### config.mk
export PLATFORM = sky130hd
export DESIGN_NAME = pwm_capture_flat
export DESIGN_NICKNAME = d
export VERILOG_FILES = /design/src/rtl/pwm_capture_if.sv /design/src/rtl/pwm_capture.sv /design/src/flat_wrapper.sv
export SDC_FILE = /design/constraint.sdc
export NUM_CORES = 1
export LEC_CHECK = 0
export ABC_AREA = 1
export CORE_ASPECT_RATIO = 1.1
export CORE_MARGIN = 2
export CORE_UTILIZATION = 50
export CTS_CLUSTER_SIZE = 12
export DETAILED_ROUTE_END_ITERATION = 8
export PLACE_DENSITY = 0.74
export REMOVE_ABC_BUFFERS = 1
export SKIP_CTS_REPAIR_TIMING = 1
export SLEW_MARGIN = 25
export SYNTH_ARGS = -nofsm -noshare
export SYNTH_HDL_FRONTEND = slang
export SYNTH_SLANG_ARGS = --single-unit
### constraint.sdc
create_clock -name clk_i -period 4.6 [get_ports clk_i]
set_input_delay 1.15 -clock clk_i [delete_from_list [all_inputs] [get_ports clk_i]]
set_output_delay 1.15 -clock clk_i [all_outputs]
set_load 0.005 [all_outputs]
### src/rtl/pwm_capture_if.sv
// Peripheral register bus shared by the PWM generator and capture blocks.
// The master drives strobes, address and data; the slave returns read data.
interface pwm_capture_if;
    logic        re_i;
    logic        we_i;
    logic [7:0]  addr_i;
    logic [31:0] wdata_i;
    logic [3:0]  be_i;
    logic [31:0] rdata_o;

    modport master (output re_i, we_i, addr_i, wdata_i, be_i, input rdata_o);
    modport slave  (input re_i, we_i, addr_i, wdata_i, be_i, output rdata_o);
endinterface

### src/rtl/pwm_capture.sv
// PWM input capture: synchronises pwm_i, measures period and high time in
// prescaled ticks, and publishes them through a small register map.
module pwm_capture #(
    parameter int CNT_W       = 16,
    parameter int SYNC_STAGES = 2
) (
    input  logic         clk_i,
    input  logic         rst_ni,
    pwm_capture_if.slave bus,
    input  logic         pwm_i,
    output logic         intr_o
);
    typedef enum logic [1:0] {IDLE, WAIT_RISE, MEAS_HIGH, MEAS_LOW} state_t;

    localparam logic [CNT_W-1:0] ONE = CNT_W'(1);

    logic [SYNC_STAGES-1:0] r_sync;
    logic                   r_hist;
    state_t                 r_state;
    logic                   r_en, r_ie, r_oneshot;
    logic [CNT_W-1:0]       r_divisor;
    logic [CNT_W-1:0]       r_period, r_high, r_hi_latch;
    logic [CNT_W-1:0]       r_pre, r_cnt;
    logic                   r_valid, r_ovf, r_intr;

    logic                   w_sync, w_rise, w_fall;
    logic [CNT_W-1:0]       w_div, w_pre_inc, w_cnt_inc;
    logic                   w_tick, w_first_tick, w_cnt_max;
    logic                   w_wr, w_wr_ctrl, w_wr_div, w_wr_stat;
    logic                   w_unused;

    always_ff @(posedge clk_i or negedge rst_ni) begin
        if (!rst_ni) begin
            r_sync <= '0;
            r_hist <= 1'b0;
        end else begin
            r_sync <= {r_sync[SYNC_STAGES-2:0], pwm_i};
            r_hist <= r_sync[SYNC_STAGES-1];
        end
    end

    assign w_sync = r_sync[SYNC_STAGES-1];
    assign w_rise = w_sync & ~r_hist;
    assign w_fall = ~w_sync & r_hist;

    // The edge cycle counts as the first prescaler cycle, so with D=1 it already ticks.
    assign w_div        = (r_divisor == '0) ? ONE : r_divisor;
    assign w_pre_inc    = r_pre + ONE;
    assign w_tick       = (w_pre_inc >= w_div);
    assign w_first_tick = (w_div == ONE);
    assign w_cnt_max    = &r_cnt;
    assign w_cnt_inc    = w_cnt_max ? r_cnt : r_cnt + ONE;

    assign w_wr      = bus.we_i & ~bus.re_i;
    assign w_wr_ctrl = w_wr && (bus.addr_i == 8'h00);
    assign w_wr_div  = w_wr && (bus.addr_i == 8'h04);
    assign w_wr_stat = w_wr && (bus.addr_i == 8'h10);
    assign w_unused  = ^{bus.be_i, bus.wdata_i};

    always_ff @(posedge clk_i or negedge rst_ni) begin
        if (!rst_ni) begin
            r_state    <= IDLE;
            r_en       <= 1'b0;
            r_ie       <= 1'b0;
            r_oneshot  <= 1'b0;
            r_divisor  <= '0;
            r_period   <= '0;
            r_high     <= '0;
            r_hi_latch <= '0;
            r_pre      <= '0;
            r_cnt      <= '0;
            r_valid    <= 1'b0;
            r_ovf      <= 1'b0;
            r_intr     <= 1'b0;
        end else begin
            if (w_wr_ctrl) begin
                r_en      <= bus.wdata_i[0];
                r_ie      <= bus.wdata_i[1];
                r_oneshot <= bus.wdata_i[2];
            end
            if (w_wr_div) begin
                r_divisor <= bus.wdata_i[CNT_W-1:0];
            end
            // W1C clears sit before the hardware sets below so a same-cycle set wins.
            if (w_wr_stat) begin
                if (bus.wdata_i[0]) r_valid <= 1'b0;
                if (bus.wdata_i[1]) r_ovf   <= 1'b0;
            end
            r_intr <= r_ie & (r_valid | r_ovf);

            if (!r_en) begin
                r_state <= IDLE;
                r_pre   <= '0;
                r_cnt   <= '0;
            end else begin
                case (r_state)
                    IDLE: begin
                        r_state <= WAIT_RISE;
                        r_pre   <= '0;
                        r_cnt   <= '0;
                    end
                    WAIT_RISE: begin
                        if (w_rise) begin
                            r_state <= MEAS_HIGH;
                            r_pre   <= w_first_tick ? '0 : ONE;
                            r_cnt   <= w_first_tick ? ONE : '0;
                        end
                    end
                    MEAS_HIGH: begin
                        if (w_fall) begin
                            r_hi_latch <= r_cnt;
                            r_state    <= MEAS_LOW;
                        end
                        if (!w_fall && w_tick && w_cnt_max) begin
                            r_ovf   <= 1'b1;
                            r_state <= WAIT_RISE;
                            r_pre   <= '0;
                            r_cnt   <= '0;
                        end else if (w_tick) begin
                            r_pre <= '0;
                            r_cnt <= w_cnt_inc;
                        end else begin
                            r_pre <= w_pre_inc;
                        end
                    end
                    MEAS_LOW: begin
                        if (w_rise) begin
                            r_period <= r_cnt;
                            r_high   <= r_hi_latch;
                            r_valid  <= 1'b1;
                            if (r_oneshot) begin
                                r_state <= IDLE;
                                r_en    <= 1'b0;
                                r_pre   <= '0;
                                r_cnt   <= '0;
                            end else begin
                                r_state <= MEAS_HIGH;
                                r_pre   <= w_first_tick ? '0 : ONE;
                                r_cnt   <= w_first_tick ? ONE : '0;
                            end
                        end else if (w_tick && w_cnt_max) begin
                            r_ovf   <= 1'b1;
                            r_state <= WAIT_RISE;
                            r_pre   <= '0;
                            r_cnt   <= '0;
                        end else if (w_tick) begin
                            r_pre <= '0;
                            r_cnt <= w_cnt_inc;
                        end else begin
                            r_pre <= w_pre_inc;
                        end
                    end
                    default: r_state <= IDLE;
                endcase
            end
        end
    end

    assign intr_o = r_intr;

    always_comb begin
        bus.rdata_o = '0;
        case (bus.addr_i)
            8'h00:   bus.rdata_o = {29'd0, r_oneshot, r_ie, r_en};
            8'h04:   bus.rdata_o = 32'(r_divisor);
            8'h08:   bus.rdata_o = 32'(r_period);
            8'h0C:   bus.rdata_o = 32'(r_high);
            8'h10:   bus.rdata_o = {29'd0, w_sync, r_ovf, r_valid};
            default: bus.rdata_o = '0;
        endcase
    end
endmodule

### src/flat_wrapper.sv
// flat-port wrapper written by rule: the top's interface ports become plain ports
module pwm_capture_flat 
#(
    parameter int CNT_W       = 16,
    parameter int SYNC_STAGES = 2
)
  (clk_i, rst_ni, pwm_i, intr_o, bus_re_i, bus_we_i, bus_addr_i, bus_wdata_i, bus_be_i, bus_rdata_o);
  pwm_capture_if bus_i ();
  input  logic clk_i;
  input  logic rst_ni;
  input  logic pwm_i;
  output logic intr_o;
  input wire logic [$bits(bus_i.re_i)-1:0] bus_re_i;
  input wire logic [$bits(bus_i.we_i)-1:0] bus_we_i;
  input wire logic [$bits(bus_i.addr_i)-1:0] bus_addr_i;
  input wire logic [$bits(bus_i.wdata_i)-1:0] bus_wdata_i;
  input wire logic [$bits(bus_i.be_i)-1:0] bus_be_i;
  output wire logic [$bits(bus_i.rdata_o)-1:0] bus_rdata_o;
  assign bus_i.re_i = bus_re_i;
  assign bus_i.we_i = bus_we_i;
  assign bus_i.addr_i = bus_addr_i;
  assign bus_i.wdata_i = bus_wdata_i;
  assign bus_i.be_i = bus_be_i;
  assign bus_rdata_o = bus_i.rdata_o;
  pwm_capture #(.CNT_W(CNT_W), .SYNC_STAGES(SYNC_STAGES)) u_core (.clk_i(clk_i), .rst_ni(rst_ni), .bus(bus_i), .pwm_i(pwm_i), .intr_o(intr_o));
endmodule
==> qor.txt <==
Clock power share - 29.9%
Int Pwr - 1.598 mW
Critical Path Fanout Max - 17
Sequential share of power - 43.2%
Register area share after synthesis - 44.48%
Congestion Overflow GR - 0
DR WL/cell - 15.51 um
Global-route wire length before repair - 23,600 um
Adder-Cell Fraction of Synth Area - 3.741%
Initial core utilization - 50.68%
Synth top area cells - dfrtp_1 (44%), nand2_1 (10%), inv_1 (6.2%)
Vias per cell - 5.328
I/O Buffers - 45
Outcome - complete, no violations
Final setup viols - 0
Drt initial violations - 309
CP Data Required Time - 3.45 ns
Async set-reset flop share out of synthesis - 100.0%
Crit start category - input pin
Fin crit period - 4.399 ns
Die H - 119.1 um
Post-Synth Simple-Gate Area - 24.38%
Core area - 11,880 um2
Via Count - 4,955
Netlist Area Pre-Place - 6020 um2
Post-synthesis compound-gate area fraction - 10.95%
Most frequent cells in the layout - nand2_1 (164), dfrtp_1 (107), inv_1 (100)
Leak Pwr - 3.236 nW
Synth warn - 0
Power Density - 358.6 nW/um2
Number of H-tree levels - 3
Worst R2R Start - u_core.r_pre[0]$_DFFE_PN0P_
Hold Fails Final Rpt - 0
MaxCap Viol Count - 0
RSZ-0062 raised after global routing - no
Number of synthesized flops with an enable pin - 0
Die Area - 12,930 um2
Synth unique cells - 48
CP Launch Point - bus_addr_i[1]
Clk_lat worst skew - 0.35 ns
Worst-path clk slew - 0.06 ns
Placer Congestion - 0.8668
Max transition margin - 53.22%
Worst path arrival time - 3.25 ns
Maximum clock insertion buffer count - 2
Final net count - 838
DRT antenna net count - 0
Vias in the first global route - 4,925
Xor and xnor area share after synthesis - 3.055%
Setup crit end kind - output port
Crit path kind - in -> out
Most common cell after layout, fill and taps aside - nand2_1
Clock Root Buffer - clkbuf_16
Post-route DRC - 0
Num ports - 82
TNS Setup - 0 ns
Largest family of logic cells by synthesized area - simple AND/OR/NAND/NOR gates
Setup Skew - 0.006823 ns
Logic pwr share - 26.9%
Yosys top cell area share - 44.48%
Area of the multi-input gates - 2790 um2
Peak VDD IR - 0.0001792 V
Chip Width - 108.6 um
#FFs+latches synth - 107
Largest area contributor in the netlist - dfrtp_1
Inserted Clock Buffers - 9
Fin crit share - 95.64%
Share of cells above drive strength 1 - 10.31%
Routed WL - 14,430 um
Hold path start - u_core.r_sync[0]$_DFF_PN0_
Diodes inserted - 0
Sw Ratio - 35.28%
Max Slew Vio Count - 0
Avg Cell Area, Syn - 8.280 um2
TritonCTS clock tree - built
Hold Path Class - reg -> reg
Cell Rows - 42
Mux cell area share after synthesis - 2.993%
Dpl hpwl - 10,250 um
Synth Instances - 727
Register area - 2678 um2
Fillers - 1,080
Sw Pwr - 871.2 uW
CTS Sinks - 107
Ys flop type - dfrtp_1
Dpl cells - 914
All-layer global routing usage - 23.60%
Number of antenna violations at the first check in global routing - 0
First drt pass iteration count - 5
Largest net degree at the start of global routing - 63
Max Clock Freq - 227.3 MHz
Synthesis-to-finish area growth - 14.38%
Post-Layout Cell Count - 930
Tightest Pin Transition - 0.7016 ns
==> sequential cells by signal (all words and copies together), names as in the netlist, 2 cells and up <==
signal / count
u_core.r_pre: 16
u_core.r_divisor: 16
u_core.r_state: 2
u_core.r_sync: 2
u_core.r_period: 16
u_core.r_hi_latch: 16
u_core.r_cnt: 16
u_core.r_high: 16
==> worst max-delay path: stages <==
cell and delay, ns:
clkdlybuf4s50_1 0.39, or2_1 0.28, or2_2 0.34, nor2_4 0.14, buf_12 0.17, a31oi_1 0.10
o211ai_1 0.13, clkdlybuf4s50_1 0.54
==> metal layers <==
metal | global-route usage [%] | vias to the layer above | share of wire [%]
li1 | - | 2413 | -
met1 | 29.02 | 2392 | 41
met2 | 39.88 | 122 | 51
met3 | 5.200 | 28 | 4.9
met4 | 9.535 | 0 | 2.9
met5 | 0 | - | 0
==> synthesized netlist by cell type (6+ instances only) <==
library cell  count
o21ai_0          68
a21oi_1          11
ha_1             18
nor2_2            8
nor3_1           11
inv_2             7
dfrtp_1         107
clkbuf_1         11
xor2_1           21
nor2_1           37
nand2_1         164
nand2_2           6
o211ai_1         13
mux2_2           15
nand4_1          12
inv_1           100
nand3_1          37
o22ai_1          10
buf_4            18
==> power by group through the flow <==
stage	Sequential, mW	Combinational, mW	Clock [mW]
after floorplan	1.06	0.457	0
after global placement	1.08	0.634	0
after detailed placement	1.08	0.653	0
after CTS	1.06	0.657	0.759
after global routing	1.07	0.744	0.794
final	1.07	0.663	0.739
==> through the flow <==
stage	utilization (%)	area (um2)	setup WS (ns)	hold slack [ns]	total power [mW]
global route	57.98	6885	0.07354	0.3589	2.613
detailed placement	55.55	6598	0.2043	0.3371	1.735
floorplan	-	5863	1.237	0.3312	1.520
CTS	57.93	6880	0.2045	0.3526	2.481
global placement	55.55	6598	0.2425	0.3350	1.712
finish	57.98	6885	0.2008	0.3490	2.469
==> worst paths after layout <==
kind	depth (start not counted)	end	slack, ns
worst max-delay path	8	bus_rdata_o[1]	0.20
worst min-delay path	0	u_core.r_sync[1]$_DFF_PN0_	0.35
worst max register to register	18	u_core.r_cnt[9]$_DFFE_PN0P_	1.27
worst min register to register	0	u_core.r_sync[1]$_DFF_PN0_	0.35
max in group asynchronous	2	u_core.r_period[10]$_DFFE_PN0P_	2.90
min in group asynchronous	1	u_core.r_divisor[15]$_DFFE_PN0P_	0.85
==> area by class of cell <==
cell class	count	area share [%]
tap	154	2.798
inverter	109	5.942
timing repair buffer	53	7.741
sequential	107	38.89
clock inverter	3	0.3271
clock buffer	13	3.780
multi-input combinational	491	40.52
==> cells by family after synthesis <==
logic type	Yosys count
AND/OR/NAND/NOR	304
buffers and inverters	144
AO/OA/AOI/OAI	116
flip-flops	107
XOR/XNOR	21
adder cells (fa/ha/maj)	18
multiplexers	16
other	1
No activity file was read; power rests on OpenSTA's default activity.
